--- src/rtl/qsfp_i2c_mon_pkg.sv ---
// Shared encodings for the QSFP I2C bus monitor: event types and FSM states,
// also used by the ILA/register decode.
package qsfp_i2c_mon_pkg;

    typedef enum logic [2:0] {
        EVT_START   = 3'd0,
        EVT_RSTART  = 3'd1,
        EVT_STOP    = 3'd2,
        EVT_BYTE    = 3'd3,
        EVT_TIMEOUT = 3'd4
    } evt_type_e;

    typedef enum logic [1:0] {
        ST_IDLE  = 2'd0,
        ST_SHIFT = 2'd1,
        ST_ACK   = 2'd2
    } mon_state_e;

    localparam int BYTE_BITS = 8;

endpackage

--- src/rtl/i2c_line_filter.sv ---
// Metastability synchronizer followed by a glitch filter for one I2C line.
// The filtered output idles high and only follows a run of FILTER_LEN new samples.
module i2c_line_filter #(
    parameter int SYNC_STAGES = 2,
    parameter int FILTER_LEN  = 3
) (
    input  logic clk,
    input  logic rst_n,
    input  logic din,
    output logic dout
);

    localparam int CW = (FILTER_LEN > 1) ? $clog2(FILTER_LEN) : 1;
    localparam logic [CW-1:0] CNT_LAST = CW'(FILTER_LEN - 1);

    logic [SYNC_STAGES-1:0] sync;
    logic [CW-1:0]          run_cnt;
    logic                   sample;

    assign sample = sync[SYNC_STAGES-1];

    always_ff @(posedge clk) begin
        if (!rst_n) begin
            sync <= '1;
        end else begin
            sync <= {sync[SYNC_STAGES-2:0], din};
        end
    end

    // Any sample agreeing with the current output restarts the run.
    always_ff @(posedge clk) begin
        if (!rst_n) begin
            dout    <= 1'b1;
            run_cnt <= '0;
        end else if (sample == dout) begin
            run_cnt <= '0;
        end else if (run_cnt == CNT_LAST) begin
            dout    <= sample;
            run_cnt <= '0;
        end else begin
            run_cnt <= run_cnt + 1'b1;
        end
    end

endmodule

--- src/rtl/qsfp_i2c_bus_monitor.sv ---
// Passive QSFP management-bus I2C observer: decodes START/RSTART/STOP/BYTE/TIMEOUT
// into a registered one-cycle event stream and keeps saturating statistics.
module qsfp_i2c_bus_monitor
    import qsfp_i2c_mon_pkg::*;
#(
    parameter int SYNC_STAGES = 2,
    parameter int FILTER_LEN  = 3,
    parameter int TIMEOUT_CYC = 100000,
    parameter int CNT_WIDTH   = 16
) (
    input  logic                 s_axi_aclk,
    input  logic                 s_axi_aresetn,
    input  logic                 sda_i,
    input  logic                 scl_i,
    input  logic                 clr_cnt,
    output logic                 evt_valid,
    output logic [2:0]           evt_type,
    output logic [7:0]           evt_byte,
    output logic                 evt_ack,
    output logic                 evt_first,
    output logic                 bus_busy,
    output logic [CNT_WIDTH-1:0] byte_cnt,
    output logic [CNT_WIDTH-1:0] nack_cnt,
    output logic [CNT_WIDTH-1:0] err_cnt
);

    localparam int TW = $clog2(TIMEOUT_CYC + 1);
    localparam logic [TW-1:0] TO_LAST = TW'(TIMEOUT_CYC - 1);

    logic          scl;
    logic          sda;
    logic          scl_q;
    logic          sda_q;
    logic          start_cond;
    logic          stop_cond;
    logic          scl_rise;
    logic          timeout_hit;

    mon_state_e    state;
    mon_state_e    state_next;
    logic [3:0]    bit_cnt;
    logic [7:0]    shreg;
    logic          first_flag;
    logic [TW-1:0] to_cnt;

    logic          evt_valid_d;
    evt_type_e     evt_type_d;
    logic [7:0]    evt_byte_d;
    logic          evt_ack_d;
    logic          evt_first_d;
    logic          byte_inc;
    logic          nack_inc;
    logic          err_inc;

    i2c_line_filter #(
        .SYNC_STAGES (SYNC_STAGES),
        .FILTER_LEN  (FILTER_LEN)
    ) u_scl_filter (
        .clk   (s_axi_aclk),
        .rst_n (s_axi_aresetn),
        .din   (scl_i),
        .dout  (scl)
    );

    i2c_line_filter #(
        .SYNC_STAGES (SYNC_STAGES),
        .FILTER_LEN  (FILTER_LEN)
    ) u_sda_filter (
        .clk   (s_axi_aclk),
        .rst_n (s_axi_aresetn),
        .din   (sda_i),
        .dout  (sda)
    );

    always_ff @(posedge s_axi_aclk) begin
        if (!s_axi_aresetn) begin
            scl_q <= 1'b1;
            sda_q <= 1'b1;
        end else begin
            scl_q <= scl;
            sda_q <= sda;
        end
    end

    // Requiring SCL high in both cycles makes simultaneous SCL/SDA changes plain clock edges.
    assign start_cond  = scl && scl_q && sda_q && !sda;
    assign stop_cond   = scl && scl_q && !sda_q && sda;
    assign scl_rise    = scl && !scl_q;
    assign timeout_hit = (state != ST_IDLE) && !scl && (to_cnt == TO_LAST);
    assign bus_busy    = (state != ST_IDLE);

    always_ff @(posedge s_axi_aclk) begin
        if (!s_axi_aresetn) begin
            state <= ST_IDLE;
        end else begin
            state <= state_next;
        end
    end

    always_comb begin
        state_next = state;
        unique case (state)
            ST_IDLE: begin
                if (start_cond) state_next = ST_SHIFT;
            end
            ST_SHIFT, ST_ACK: begin
                if (stop_cond) begin
                    state_next = ST_IDLE;
                end else if (start_cond) begin
                    state_next = ST_SHIFT;
                end else if (timeout_hit) begin
                    state_next = ST_IDLE;
                end else if (scl_rise) begin
                    if (state == ST_ACK) begin
                        state_next = ST_SHIFT;
                    end else if (bit_cnt == 4'(BYTE_BITS - 1)) begin
                        state_next = ST_ACK;
                    end
                end
            end
            default: state_next = ST_IDLE;
        endcase
    end

    always_comb begin
        evt_valid_d = 1'b0;
        evt_type_d  = EVT_START;
        evt_byte_d  = '0;
        evt_ack_d   = 1'b0;
        evt_first_d = 1'b0;
        byte_inc    = 1'b0;
        nack_inc    = 1'b0;
        err_inc     = 1'b0;
        if (stop_cond) begin
            evt_valid_d = 1'b1;
            evt_type_d  = EVT_STOP;
            err_inc     = (state != ST_IDLE) && ((bit_cnt != 4'd0) || (state == ST_ACK));
        end else if (start_cond) begin
            evt_valid_d = 1'b1;
            evt_type_d  = (state == ST_IDLE) ? EVT_START : EVT_RSTART;
            evt_first_d = 1'b1;
            err_inc     = (state != ST_IDLE) && (bit_cnt != 4'd0);
        end else if (timeout_hit) begin
            evt_valid_d = 1'b1;
            evt_type_d  = EVT_TIMEOUT;
            err_inc     = 1'b1;
        end else if ((state == ST_ACK) && scl_rise) begin
            evt_valid_d = 1'b1;
            evt_type_d  = EVT_BYTE;
            evt_byte_d  = shreg;
            evt_ack_d   = !sda;
            evt_first_d = first_flag;
            byte_inc    = 1'b1;
            nack_inc    = sda;
        end
    end

    // Shift register, bit counter, address-byte flag and SCL-low watchdog.
    always_ff @(posedge s_axi_aclk) begin
        if (!s_axi_aresetn) begin
            bit_cnt    <= '0;
            shreg      <= '0;
            first_flag <= 1'b0;
            to_cnt     <= '0;
        end else begin
            to_cnt <= ((state != ST_IDLE) && !scl && !timeout_hit) ? to_cnt + 1'b1 : '0;
            if (start_cond) begin
                bit_cnt    <= '0;
                first_flag <= 1'b1;
            end else if (stop_cond || timeout_hit) begin
                bit_cnt <= '0;
            end else if (scl_rise) begin
                if (state == ST_SHIFT) begin
                    shreg   <= {shreg[6:0], sda};
                    bit_cnt <= bit_cnt + 1'b1;
                end else if (state == ST_ACK) begin
                    bit_cnt    <= '0;
                    first_flag <= 1'b0;
                end
            end
        end
    end

    always_ff @(posedge s_axi_aclk) begin
        if (!s_axi_aresetn) begin
            evt_valid <= 1'b0;
            evt_type  <= '0;
            evt_byte  <= '0;
            evt_ack   <= 1'b0;
            evt_first <= 1'b0;
        end else begin
            evt_valid <= evt_valid_d;
            evt_type  <= evt_type_d;
            evt_byte  <= evt_byte_d;
            evt_ack   <= evt_ack_d;
            evt_first <= evt_first_d;
        end
    end

    // Clear has priority over a coincident increment.
    always_ff @(posedge s_axi_aclk) begin
        if (!s_axi_aresetn || clr_cnt) begin
            byte_cnt <= '0;
            nack_cnt <= '0;
            err_cnt  <= '0;
        end else begin
            if (byte_inc && (byte_cnt != '1)) byte_cnt <= byte_cnt + 1'b1;
            if (nack_inc && (nack_cnt != '1)) nack_cnt <= nack_cnt + 1'b1;
            if (err_inc && (err_cnt != '1))   err_cnt  <= err_cnt + 1'b1;
        end
    end

endmodule

--- config.mk ---
export PLATFORM = sky130hd
export DESIGN_NAME = qsfp_i2c_bus_monitor
export DESIGN_NICKNAME = d
export VERILOG_FILES = /design/src/rtl/qsfp_i2c_mon_pkg.sv /design/src/rtl/i2c_line_filter.sv /design/src/rtl/qsfp_i2c_bus_monitor.sv
export SDC_FILE = /design/constraint.sdc
export NUM_CORES = 1
export LEC_CHECK = 0
export CAP_MARGIN = 5
export CORE_UTILIZATION = 45
export CTS_CLUSTER_DIAMETER = 30
export DETAILED_ROUTE_END_ITERATION = 16
export PLACE_DENSITY = 0.82
export SKIP_LAST_GASP = 1
export SYNTH_ARGS = -nofsm -noshare
export SYNTH_HDL_FRONTEND = slang
export SYNTH_SLANG_ARGS = --single-unit
--- constraint.sdc ---
create_clock -name s_axi_aclk -period 2.3 [get_ports s_axi_aclk]
set_clock_uncertainty 0.1 [all_clocks]
set_input_delay 0.46 -clock s_axi_aclk [delete_from_list [all_inputs] [get_ports s_axi_aclk]]
set_output_delay 0.46 -clock s_axi_aclk [all_outputs]
set_load 0.005 [all_outputs]
==> results of run 1 <==
==> state kept, by name, summed over array words and instances, names as in the netlist <==
name	cells
scl_q	1
u_scl_filter.sync	2
sda_q	1
evt_ack	1
to_cnt	17
evt_first	1
u_sda_filter.sync	2
evt_type	3
u_sda_filter.run_cnt	2
shreg	8
evt_byte	8
first_flag	1
nack_cnt	16
byte_cnt	16
err_cnt	16
bit_cnt	4
u_scl_filter.dout	1
u_scl_filter.run_cnt	2
evt_valid	1
u_sda_filter.dout	1
state	2
==> timing repair <==
item	in CTS	in global routing
pin swaps	1	4
hold buffers	0	0
setup endpoints to repair	4	7
buffers inserted	2	1
resized for setup	3	10
==> per-layer routing <==
| metal | up-vias | global-route usage, % | routed length, um |
|---|---|---|---|
| met4 | 0 | 6.53 | 145 |
| met5 | - | 0 | 0 |
| li1 | 2010 | - | - |
| met2 | 112 | 34.4 | 5170 |
| met3 | 15 | 4.53 | 476 |
| met1 | 1934 | 24.1 | 4610 |
==> logic make-up (layout without fill, tap and decap cells) <==
family / Yosys count / in the layout / synth area share (%)
and+or+nand+nor: 266 / 266 / 29.3
adders and majority gates: 12 / 12 / 3.22
DFF: 106 / 106 / 45.5
AOI/OAI and AO/OA: 64 / 64 / 9.25
buffers and inverters: 29 / 123 / 2.98
xor gates and xnor gates: 46 / 46 / 8.64
muxes: 5 / 5 / 1.07
==> final cells by class <==
| type | count | area [um^2] | area share [%] |
|---|---|---|---|
| Sequential cell | 106 | 2130 | 36.4 |
| Clock inverter | 6 | 51.3 | 0.876 |
| Inverter | 12 | 45.0 | 0.770 |
| Clock buffer | 9 | 124 | 2.12 |
| Multi-Input combinational cell | 393 | 2440 | 41.7 |
| Timing Repair Buffer | 96 | 900 | 15.4 |
| Tap cell | 133 | 166 | 2.84 |
==> power by group through the flow <==
stage	clock network, mW	logic [mW]	registers, mW
3_5_place_dp	0	0.0625	1.88
2_1_floorplan	0	0.0390	1.88
4_1_cts	1.08	0.0628	1.84
6_report	1.05	0.0629	1.84
3_3_place_gp	0	0.0610	1.88
5_1_grt	1.17	0.0689	1.84
==> placed cells by master, fill, tap and decap left out, drive strengths merged, types with 2 or more instances in the layout <==
master / synthesis / routed
a21oi: 26 / 26
a31o: 4 / 4
a31oi: 3 / 3
a41o: 3 / 3
and2: 2 / 2
and3: 19 / 19
and3b: 2 / 2
and4: 4 / 4
buf: 4 / 29
clkbuf: 13 / 9
clkdlybuf4s50: 0 / 66
clkinvlp: 0 / 3
dfxtp: 106 / 106
ha: 12 / 12
inv: 12 / 14
mux2i: 5 / 5
nand2: 62 / 62
nand2b: 7 / 7
nand3: 34 / 34
nand4: 17 / 17
nand4b: 2 / 2
nor2: 77 / 77
nor3: 14 / 14
nor3b: 2 / 2
nor4: 3 / 3
nor4b: 4 / 4
o211ai: 3 / 3
o21ai: 14 / 14
o32ai: 3 / 3
or2: 4 / 4
or3: 9 / 9
xnor2: 20 / 20
xor2: 26 / 26
==> worst paths after layout <==
| check | to | slack [ps] | cells after the start |
|---|---|---|---|
| min | u_scl_filter.run_cnt[0] | 310 | 1 |
| max reg2reg | err_cnt[13] | 50 | 7 |
| min reg2reg | u_scl_filter.run_cnt[0] | 310 | 1 |
| max | err_cnt[13] | 50 | 7 |
==> metrics by stage <==
stage          TNS [ps]  instances
4_1_cts               0        754
5_1_grt           -55.8        755
2_1_floorplan         0        528
3_3_place_gp          0        737
3_5_place_dp      -54.5        737
6_report              0        755
==> impl_metrics.py, run 1 <==
metrics = {
    "status": {
        "status": "finished clean",
    },
    "final_layout": {
        "fin_nets": 635,
        "n_antenna_cell": 0,
        "fill_cells": 848,
        "drive_above_1_share_pct": 12.1,
        "syn2layout_area_growth_pct": 25.5,
        "fin_area_um2": 5850,
        "fin_util_pct": 59.1,
    },
    "worst_setup_path": {
        "cp.required_ps": 2470,
        "crit_path_cell_trace": "ha_4 > and4_4 > nand4_4 > o32a_4 > a211oi_4 > a31oi_1 > a41o_1",
        "worst_setup_path_start_kind": "flip-flop",
        "criticalPathCategory": "flip-flop to flip-flop",
        "critPathSlowestCell": "o32a_4",
        "rr_startpoint": "to_cnt[0]",
        "path_buf_inv": 0,
        "cp_top_family": "compound AO/OA/AOI/OAI gates",
        "cp-startpoint": "to_cnt[0]",
        "cp-end-kind": "flip-flop",
        "cpPeakStageDelay_ps": 410,
        "worstPathArrival_ps": 2420,
        "crit_fanout": 7,
    },
    "clock_tree": {
        "h-tree-depth": 3,
        "clock-sinks": 106,
        "cts_tree": "yes",
        "root_buffer": "clkbuf_8",
        "path_clk_slew_ps": 100,
        "clk_path_buf_depth": 2,
        "insertion_delay_ps": 370,
        "cts-buffers-inserted": 9,
    },
    "min_path": {
        "min-delay-start": "u_scl_filter.run_cnt[0]",
        "hold_class": "flip-flop to flip-flop",
    },
    "placed_design": {
        "dp_slack_ps": -38.6,
        "globalplace.congestion": 0.847,
        "port_buffers": 67,
        "dp.final_hpwl_mm": 7.59,
        "placed_cell_area_um2": 5620,
    },
    "logic_synthesis": {
        "synth_cell_types": 55,
        "ys_seq_area_share_pct": 45.5,
        "ys_ff_latch": 106,
        "syn_nets": 545,
        "syn_area_per_cell_um2": 8.83,
        "synth_top_area_share_pct": 45.5,
        "synthesis.instances": 528,
        "ys_top_cells_by_area": "dfxtp_1 45%, nor2_1 6.2%, nand2_1 5.0%",
        "synth_edf_count": 0,
        "yosysTopAreaCell": "dfxtp_1",
        "yosysMostFrequentCell": "dfxtp_1",
        "synth-warning-count": 0,
        "ys.flop_type": "dfxtp_1",
        "syn_area_um2": 4660,
        "yosys-top-cells-count": "106 x dfxtp_1, 77 x nor2_1, 62 x nand2_1, 34 x nand3_1, 26 x xor2_1",
        "synthArstFlopShare_pct": 0,
    },
    "sta": {
        "drv_slew": 0,
        "hold-worst-slack_ps": 314,
        "setup-violations-final": 0,
        "clock.fmax_ghz": 0.445,
        "min_period_over_period_pct": 97.6,
        "slew_headroom_pct": 66.3,
        "tightest_slew_ps": 501,
        "rsz0062_at_grt": "true",
        "finalHoldViolations": 0,
        "worst_slack_ps": 54.2,
        "finalCriticalPeriod_ps": 2250,
    },
    "grt": {
        "grt_antenna_before_repair": 0,
        "gr-total-overflow": 0,
        "grt_usage_pct": 19.8,
        "grt_max_degree": 47,
        "grt_pass1_vias": 3828,
        "grt_pass1_wl_mm": 17.7,
    },
    "routing": {
        "vias": 4071,
        "detail_route.vias_per_cell": 5.39,
        "drc": 0,
        "drtPass1Iterations": 4,
        "final_antenna_net_count": 0,
        "wirelength_mm": 10.4,
        "first_iter_violations": 211,
        "wire_per_inst_um": 13.8,
    },
    "floorplanning": {
        "die_y_um": 104,
        "start_util_pct": 47.1,
        "row_count": 36,
        "die_area_um2": 10800,
        "io_pins": 68,
        "coreArea_um2": 9910,
        "fp.dieW_um": 104,
    },
    "flow_run": {
        "max_cap_viol_count": 0,
    },
    "power_and_ir_drop": {
        "p_leak_nw": 2.10,
        "ir_drop_mv": 0.305,
        "switchingPower_uw": 688,
        "pwr-share-clk_pct": 35.5,
        "total_power_mw": 2.95,
        "comb_power_share_pct": 2.1,
        "seqPwrFrac_pct": 62.4,
        "switching_share_pct": 23.3,
        "p_int_mw": 2.26,
        "power_density_nw_per_um2": 504,
    },
}
Power figures use the tool's default switching activity.
==> inputs of run 2 (changes only) <==
- CORE_UTILIZATION: 45 -> 41
- DONT_BUFFER_PORTS: unset -> 1
- HOLD_SLACK_MARGIN: unset -> 0.06
- PLACE_DENSITY: 0.82 -> 0.68
==> run 2 against run 1 <==
Against the previous run:
- sequential share of layout area rose by 4.4 points
- utilization is 12 points lower
- clock-buffer cell count is the same
- hold slack got worse by 230 ps
- sequential power about the same
- critical endpoint is now nack_cnt[15]
- setup slack better by 37 ps
- flip-flop and latch count unchanged
- final cell count is 8.9% lower
- register-to-register slack better by 40 ps
==> impl_metrics.py, run 2 (synthesis gave the netlist of run 1 again) <==
metrics = {
    "floorplanning": {
        "fp.dieW_um": 109,
        "coreArea_um2": 11000,
        "die_y_um": 109,
        "io_pins": 68,
        "row_count": 38,
        "start_util_pct": 42.5,
        "die_area_um2": 11800,
    },
    "min_path": {
        "hold_class": "primary input to flip-flop",
    },
    "final_layout": {
        "fin_util_pct": 47.4,
        "largest_reg_flops": 17,
        "final_cell_mix": "106 x dfxtp_1, 77 x nor2_1, 62 x nand2_1",
        "multi_input_area_um2": 2420,
        "fin_cells": 688,
        "syn2layout_area_growth_pct": 11.5,
        "fin_nets": 561,
        "fill_cells": 1027,
        "largest_register": "to_cnt",
        "drive_above_1_share_pct": 11.3,
        "regArea_um2": 2120,
        "fin_area_um2": 5200,
        "final_common_cell": "dfxtp_1",
        "n_antenna_cell": 0,
    },
    "clock_tree": {
        "h-tree-depth": 3,
        "path_clk_slew_ps": 80,
        "cts-buffers-inserted": 9,
        "cts_tree": "yes",
        "root_buffer": "clkbuf_16",
        "clk_path_buf_depth": 2,
        "insertion_delay_ps": 350,
        "clock-sinks": 106,
    },
    "power_and_ir_drop": {
        "power_density_nw_per_um2": 642,
        "p_leak_nw": 1.86,
        "ir_drop_mv": 0.317,
    },
    "grt": {
        "grt_pass1_wl_mm": 16.7,
        "grt_pass1_vias": 3528,
        "grt_max_degree": 24,
        "gr-total-overflow": 0,
        "grt_antenna_before_repair": 0,
        "grt_usage_pct": 18.0,
    },
    "routing": {
        "drtPass1Iterations": 4,
        "detail_route.vias_per_cell": 5.43,
        "first_iter_violations": 198,
        "vias": 3738,
        "wirelength_mm": 10.2,
        "final_antenna_net_count": 0,
        "wire_per_inst_um": 14.8,
        "drc": 0,
    },
    "sta": {
        "finalCriticalPeriod_ps": 2210,
        "drv_slew": 0,
        "hold-worst-slack_ps": 80.7,
        "slew_headroom_pct": 31.1,
        "finalHoldViolations": 0,
        "tightest_slew_ps": 1030,
        "clock.fmax_ghz": 0.453,
        "setup-violations-final": 0,
        "final.setup.tns_ps": 0,
        "rsz0062_at_grt": "true",
        "min_period_over_period_pct": 96.0,
    },
    "placed_design": {
        "globalplace.congestion": 0.862,
        "placed_cell_area_um2": 4900,
        "dp.final_hpwl_mm": 7.22,
        "dp_cells": 672,
        "port_buffers": 0,
    },
    "status": {
        "status": "finished clean",
    },
    "worst_setup_path": {
        "rr_startpoint": "state[0]",
        "r2r-end": "nack_cnt[15]",
        "rr_worst_depth": 7,
        "cp-end-kind": "flip-flop",
        "r2r_slack_ps": 90,
        "cp-startpoint": "state[0]",
        "crit_fanout": 6,
        "cp.required_ps": 2440,
        "criticalPathCategory": "flip-flop to flip-flop",
        "worst_setup_path_start_kind": "flip-flop",
        "worstPathArrival_ps": 2350,
        "crit_end": "nack_cnt[15]",
    },
    "flow_run": {
        "max_cap_viol_count": 0,
    },
}
[run 2: cell types whose count changed in the layout (fill, tap and decap cells not counted), sizes merged]
| cell | delta |
|---|---|
| a211oi | +1 |
| buf | -8 |
| clkdlybuf4s50 | -66 |
| dlygate4sd2 | -1 |
[run 2: how the worst min path moves through the flow]
stage,startpoint,end,slack (ps),depth (start not counted)
2_1_floorplan,u_scl_filter.sync[0],u_scl_filter.sync[1],290,1
3_3_place_gp,u_scl_filter.sync[0],u_scl_filter.sync[1],290,1
3_5_place_dp,u_scl_filter.sync[0],u_scl_filter.sync[1],290,1
4_1_cts,s_axi_aresetn,u_scl_filter.dout,70,1
5_1_grt,s_axi_aresetn,sda_q,80,1
6_report,s_axi_aresetn,u_scl_filter.dout,80,1
[run 2: worst max-delay path, cell delays in order (launching register included)]
cell and delay [ps]:
dfxtp_1 310, inv_1 100, ha_1 300, nand3_1 270
nor4_2 610, nand4_1 180, xor2_1 170, nor2_1 60
[run 2: power breakdown]
part | leakage [nW] | switching [mW] | internal, mW
registers | 0.855 | 0.00218 | 1.84
clock network | 0.126 | 0.712 | 0.742
logic | 0.883 | 0.0310 | 0.0142
total | 1.86 | 0.745 | 2.59
[run 2: repair_timing]
item | 4_1_cts | 5_1_grt
setup buffers | 0 | 0
hold buffers | 0 | 0
resized for setup | 0 | 2
setup endpoints to repair | 0 | 16
[run 2: final cells by class]
cell class | count | share of cell area (%)
clock buffers | 9 | 4.33
clock inverters | 6 | 0.986
inverters | 12 | 0.866
multi-input cells | 394 | 46.6
flip-flops and latches | 106 | 40.8
well taps | 140 | 3.37
repair buffers | 21 | 3.03
[run 2: stage by stage]
step	power, mW	setup slack [ps]
6_report	3.34	91.6
5_1_grt	3.45	-78.3
4_1_cts	3.37	11.2
3_5_place_dp	1.93	48.5
3_3_place_gp	1.93	98.4
2_1_floorplan	1.92	109
[run 2: routing by layer]
metal	GRT usage, %	routed length [um]	vias up	share of wire [%]
li1	-	-	1863	-
met1	22.0	4530	1768	44
met2	29.2	4820	95	47
met3	6.16	698	12	6.8
met4	6.37	150	0	1.5
met5	0	0	-	0
==> inputs of run 3 (changes only) <==
- ABC_CLOCK_PERIOD_IN_PS: unset -> 2300
- CTS_CLUSTER_SIZE: unset -> 28
- SYNTH_HIERARCHICAL: unset -> 1
==> run 3 against run 2 <==
Against the previous run:
- the run now ends with setup timing left
- non-clock buffer count rose by 21
- sequential share of layout area fell by 0.42 points
- register-to-register slack got worse by 150 ps
- sequential power barely moved
==> impl_metrics.py, run 3 <==
metrics = {
    "status": {
        "status": "complete, but fails checks",
        "violations": "setup timing",
    },
    "power_and_ir_drop": {
        "p_leak_nw": 1.81,
        "power_density_nw_per_um2": 593,
        "total_power_mw": 3.12,
        "ir_drop_mv": 0.261,
    },
    "logic_synthesis": {
        "yosys-top-cells-count": "106 x dfxtp_1, 65 x nor2_1, 49 x nand2_1, 34 x nand3_1, 26 x xor2_1",
        "synthSimpleGateAreaFrac_pct": 28.9,
        "synthesis.instances": 517,
        "synth_compound_area_share_pct": 9.98,
        "yosysMostFrequentCell": "dfxtp_1",
        "synthArstFlopShare_pct": 0,
        "synth_xor_area_share_pct": 8.11,
        "syn_area_per_cell_um2": 8.78,
        "synth_top_family_by_area": "simple AND/OR/NAND/NOR gates",
        "ys_top_cells_by_area": "dfxtp_1 47%, nor2_1 5.4%, xor2_1 5.0%",
        "syn_area_um2": 4540,
        "syn_nets": 534,
        "synth_edf_count": 0,
        "ys.flop_type": "dfxtp_1",
        "ys_ff_latch": 106,
        "synth_fa_ha_area_share_pct": 3.31,
        "synth_mux_area_share_pct": 0.441,
        "synth_top_area_share_pct": 46.8,
        "synth-warning-count": 6,
        "synth_cell_types": 48,
        "ys_seq_area_share_pct": 46.8,
        "yosysTopAreaCell": "dfxtp_1",
    },
    "clock_tree": {
        "insertion_delay_ps": 370,
        "h-tree-depth": 3,
        "cts_tree": "yes",
        "cts-buffers-inserted": 9,
        "root_buffer": "clkbuf_8",
        "clock-sinks": 106,
        "clk_path_buf_depth": 2,
        "path_clk_slew_ps": 100,
        "cts_setup_buffers": 0,
    },
    "placed_design": {
        "dp.final_hpwl_mm": 6.98,
        "globalplace.congestion": 0.855,
        "dp_cells": 679,
        "placed_cell_area_um2": 4970,
        "port_buffers": 0,
        "dp_slack_ps": -72.8,
    },
    "routing": {
        "drtPass1Iterations": 5,
        "final_antenna_net_count": 0,
        "wirelength_mm": 9.56,
        "wire_per_inst_um": 13.7,
        "drc": 0,
        "vias": 3738,
        "first_iter_violations": 196,
        "detail_route.vias_per_cell": 5.37,
    },
    "worst_setup_path": {
        "r2r-end": "err_cnt[7]",
        "criticalPathCategory": "flip-flop to flip-flop",
        "r2r_slack_ps": -60,
        "cp.required_ps": 2520,
        "cp-end-kind": "flip-flop",
        "rr_worst_depth": 7,
        "rr_startpoint": "to_cnt[14]",
        "worst_setup_path_start_kind": "flip-flop",
        "crit_fanout": 17,
        "worstPathArrival_ps": 2580,
    },
    "floorplanning": {
        "coreArea_um2": 10800,
        "die_y_um": 107,
        "fp.dieW_um": 107,
        "io_pins": 68,
        "die_area_um2": 11500,
        "start_util_pct": 42.0,
        "row_count": 38,
    },
    "final_layout": {
        "fin_nets": 569,
        "n_antenna_cell": 0,
        "final_common_cell": "dfxtp_1",
        "largest_register": "to_cnt",
        "fin_area_um2": 5270,
        "drive_above_1_share_pct": 13.8,
        "final_cell_mix": "103 x dfxtp_1, 65 x nor2_1, 48 x nand2_1",
        "fill_cells": 985,
        "syn2layout_area_growth_pct": 16.0,
        "largest_reg_flops": 17,
        "fin_cells": 696,
    },
    "grt": {
        "grt_pass1_wl_mm": 16.0,
        "grt_pass1_vias": 3607,
        "grt_max_degree": 31,
        "gr-total-overflow": 0,
        "grt_antenna_before_repair": 0,
        "grt_usage_pct": 17.5,
    },
    "flow_run": {
        "max_cap_viol_count": 0,
    },
    "sta": {
        "clock.fmax_ghz": 0.424,
        "min_period_over_period_pct": 103,
        "finalHoldViolations": 0,
        "slew_headroom_pct": 62.5,
        "setup-violations-final": 12,
        "rsz0062_at_grt": "true",
        "tightest_slew_ps": 561,
        "drv_slew": 0,
        "worst_slack_ps": -59.5,
        "hold-worst-slack_ps": 85.8,
        "finalCriticalPeriod_ps": 2360,
    },
    "min_path": {
        "hold_class": "primary input to flip-flop",
        "min_path_cells": 1,
        "min_to": "scl_q",
        "min-delay-start": "s_axi_aresetn",
    },
}
## run 3: cell types whose count changed after synthesis, sizes merged, moves of 5 or more
| cell | delta |
|---|---|
| o21ai | +8 |
| a21boi | +10 |
| and4 | +5 |
| nor2 | -12 |
| or3 | +7 |
| or4 | +5 |
| nand2 | -12 |
| and3 | -13 |
| and2 | +11 |
## run 3: logic make-up (layout without fill, tap and decap cells)
group                      Yosys count  after routing
adders and majority gates           12             12
and+or+nand+nor                    253            253
xor gates and xnor gates            42             42
muxes                                2              2
buffers and inverters               28             67
DFF                                106            106
AOI/OAI and AO/OA                   74             74
## run 3: report_power, final
group	switching [mW]	internal [mW]
sequential	0.00376	1.84
combinational	0.0657	0.0412
clock	0.609	0.562
total	0.678	2.44
## run 3: worst max-delay path, cell delays in order (launching register included)
cell,delay (ps)
dfxtp_2,330
nand4bb_1,180
or4_4,430
or4_4,430
and2_4,190
buf_12,150
or3_4,360
a21oi_2,120
## run 3: metrics by stage
stage,setup TNS [ps],util (%)
after floorplan,-402,-
after global routing,-1390,48.8
after detailed placement,-670,46.0
after global placement,-35.4,46.0
final,-501,48.8
after CTS,-609,48.0
## run 3: per-layer routing
layer | vias up | part of all wire (%) | GRT usage [%]
met4 | 0 | 1.2 | 6.95
met2 | 82 | 48 | 29.7
li1 | 1881 | - | -
met3 | 10 | 7.4 | 6.08
met5 | - | 0 | 0
met1 | 1765 | 44 | 20.1
## run 3: layout make-up
type	instances	area, um^2	share of cell area [%]
Clock inverter	3	46.3	0.879
Timing Repair Buffer	42	345	6.56
Inverter	10	37.5	0.713
Multi-Input combinational cell	383	2380	45.2
Tap cell	140	175	3.33
Clock buffer	12	155	2.95
Sequential cell	106	2130	40.4
## run 3: how the worst max path moves through the flow
stage	to	cells past startpoint	start	slack, ps
floorplan	err_cnt[11]	8	to_cnt[14]	-60
global placement	err_cnt[6]	6	to_cnt[14]	-40
detailed placement	err_cnt[2]	7	to_cnt[14]	-70
CTS	err_cnt[2]	7	to_cnt[13]	-60
global route	err_cnt[3]	7	to_cnt[14]	-130
finish	err_cnt[7]	7	to_cnt[14]	-60
## run 3: repair_timing
action,in CTS,in global routing
endpoints found under the setup margin,14,17
endpoints found under the hold margin,6,1
gates resized for setup,2,16
pin swaps,8,8
hold buffers,1,1
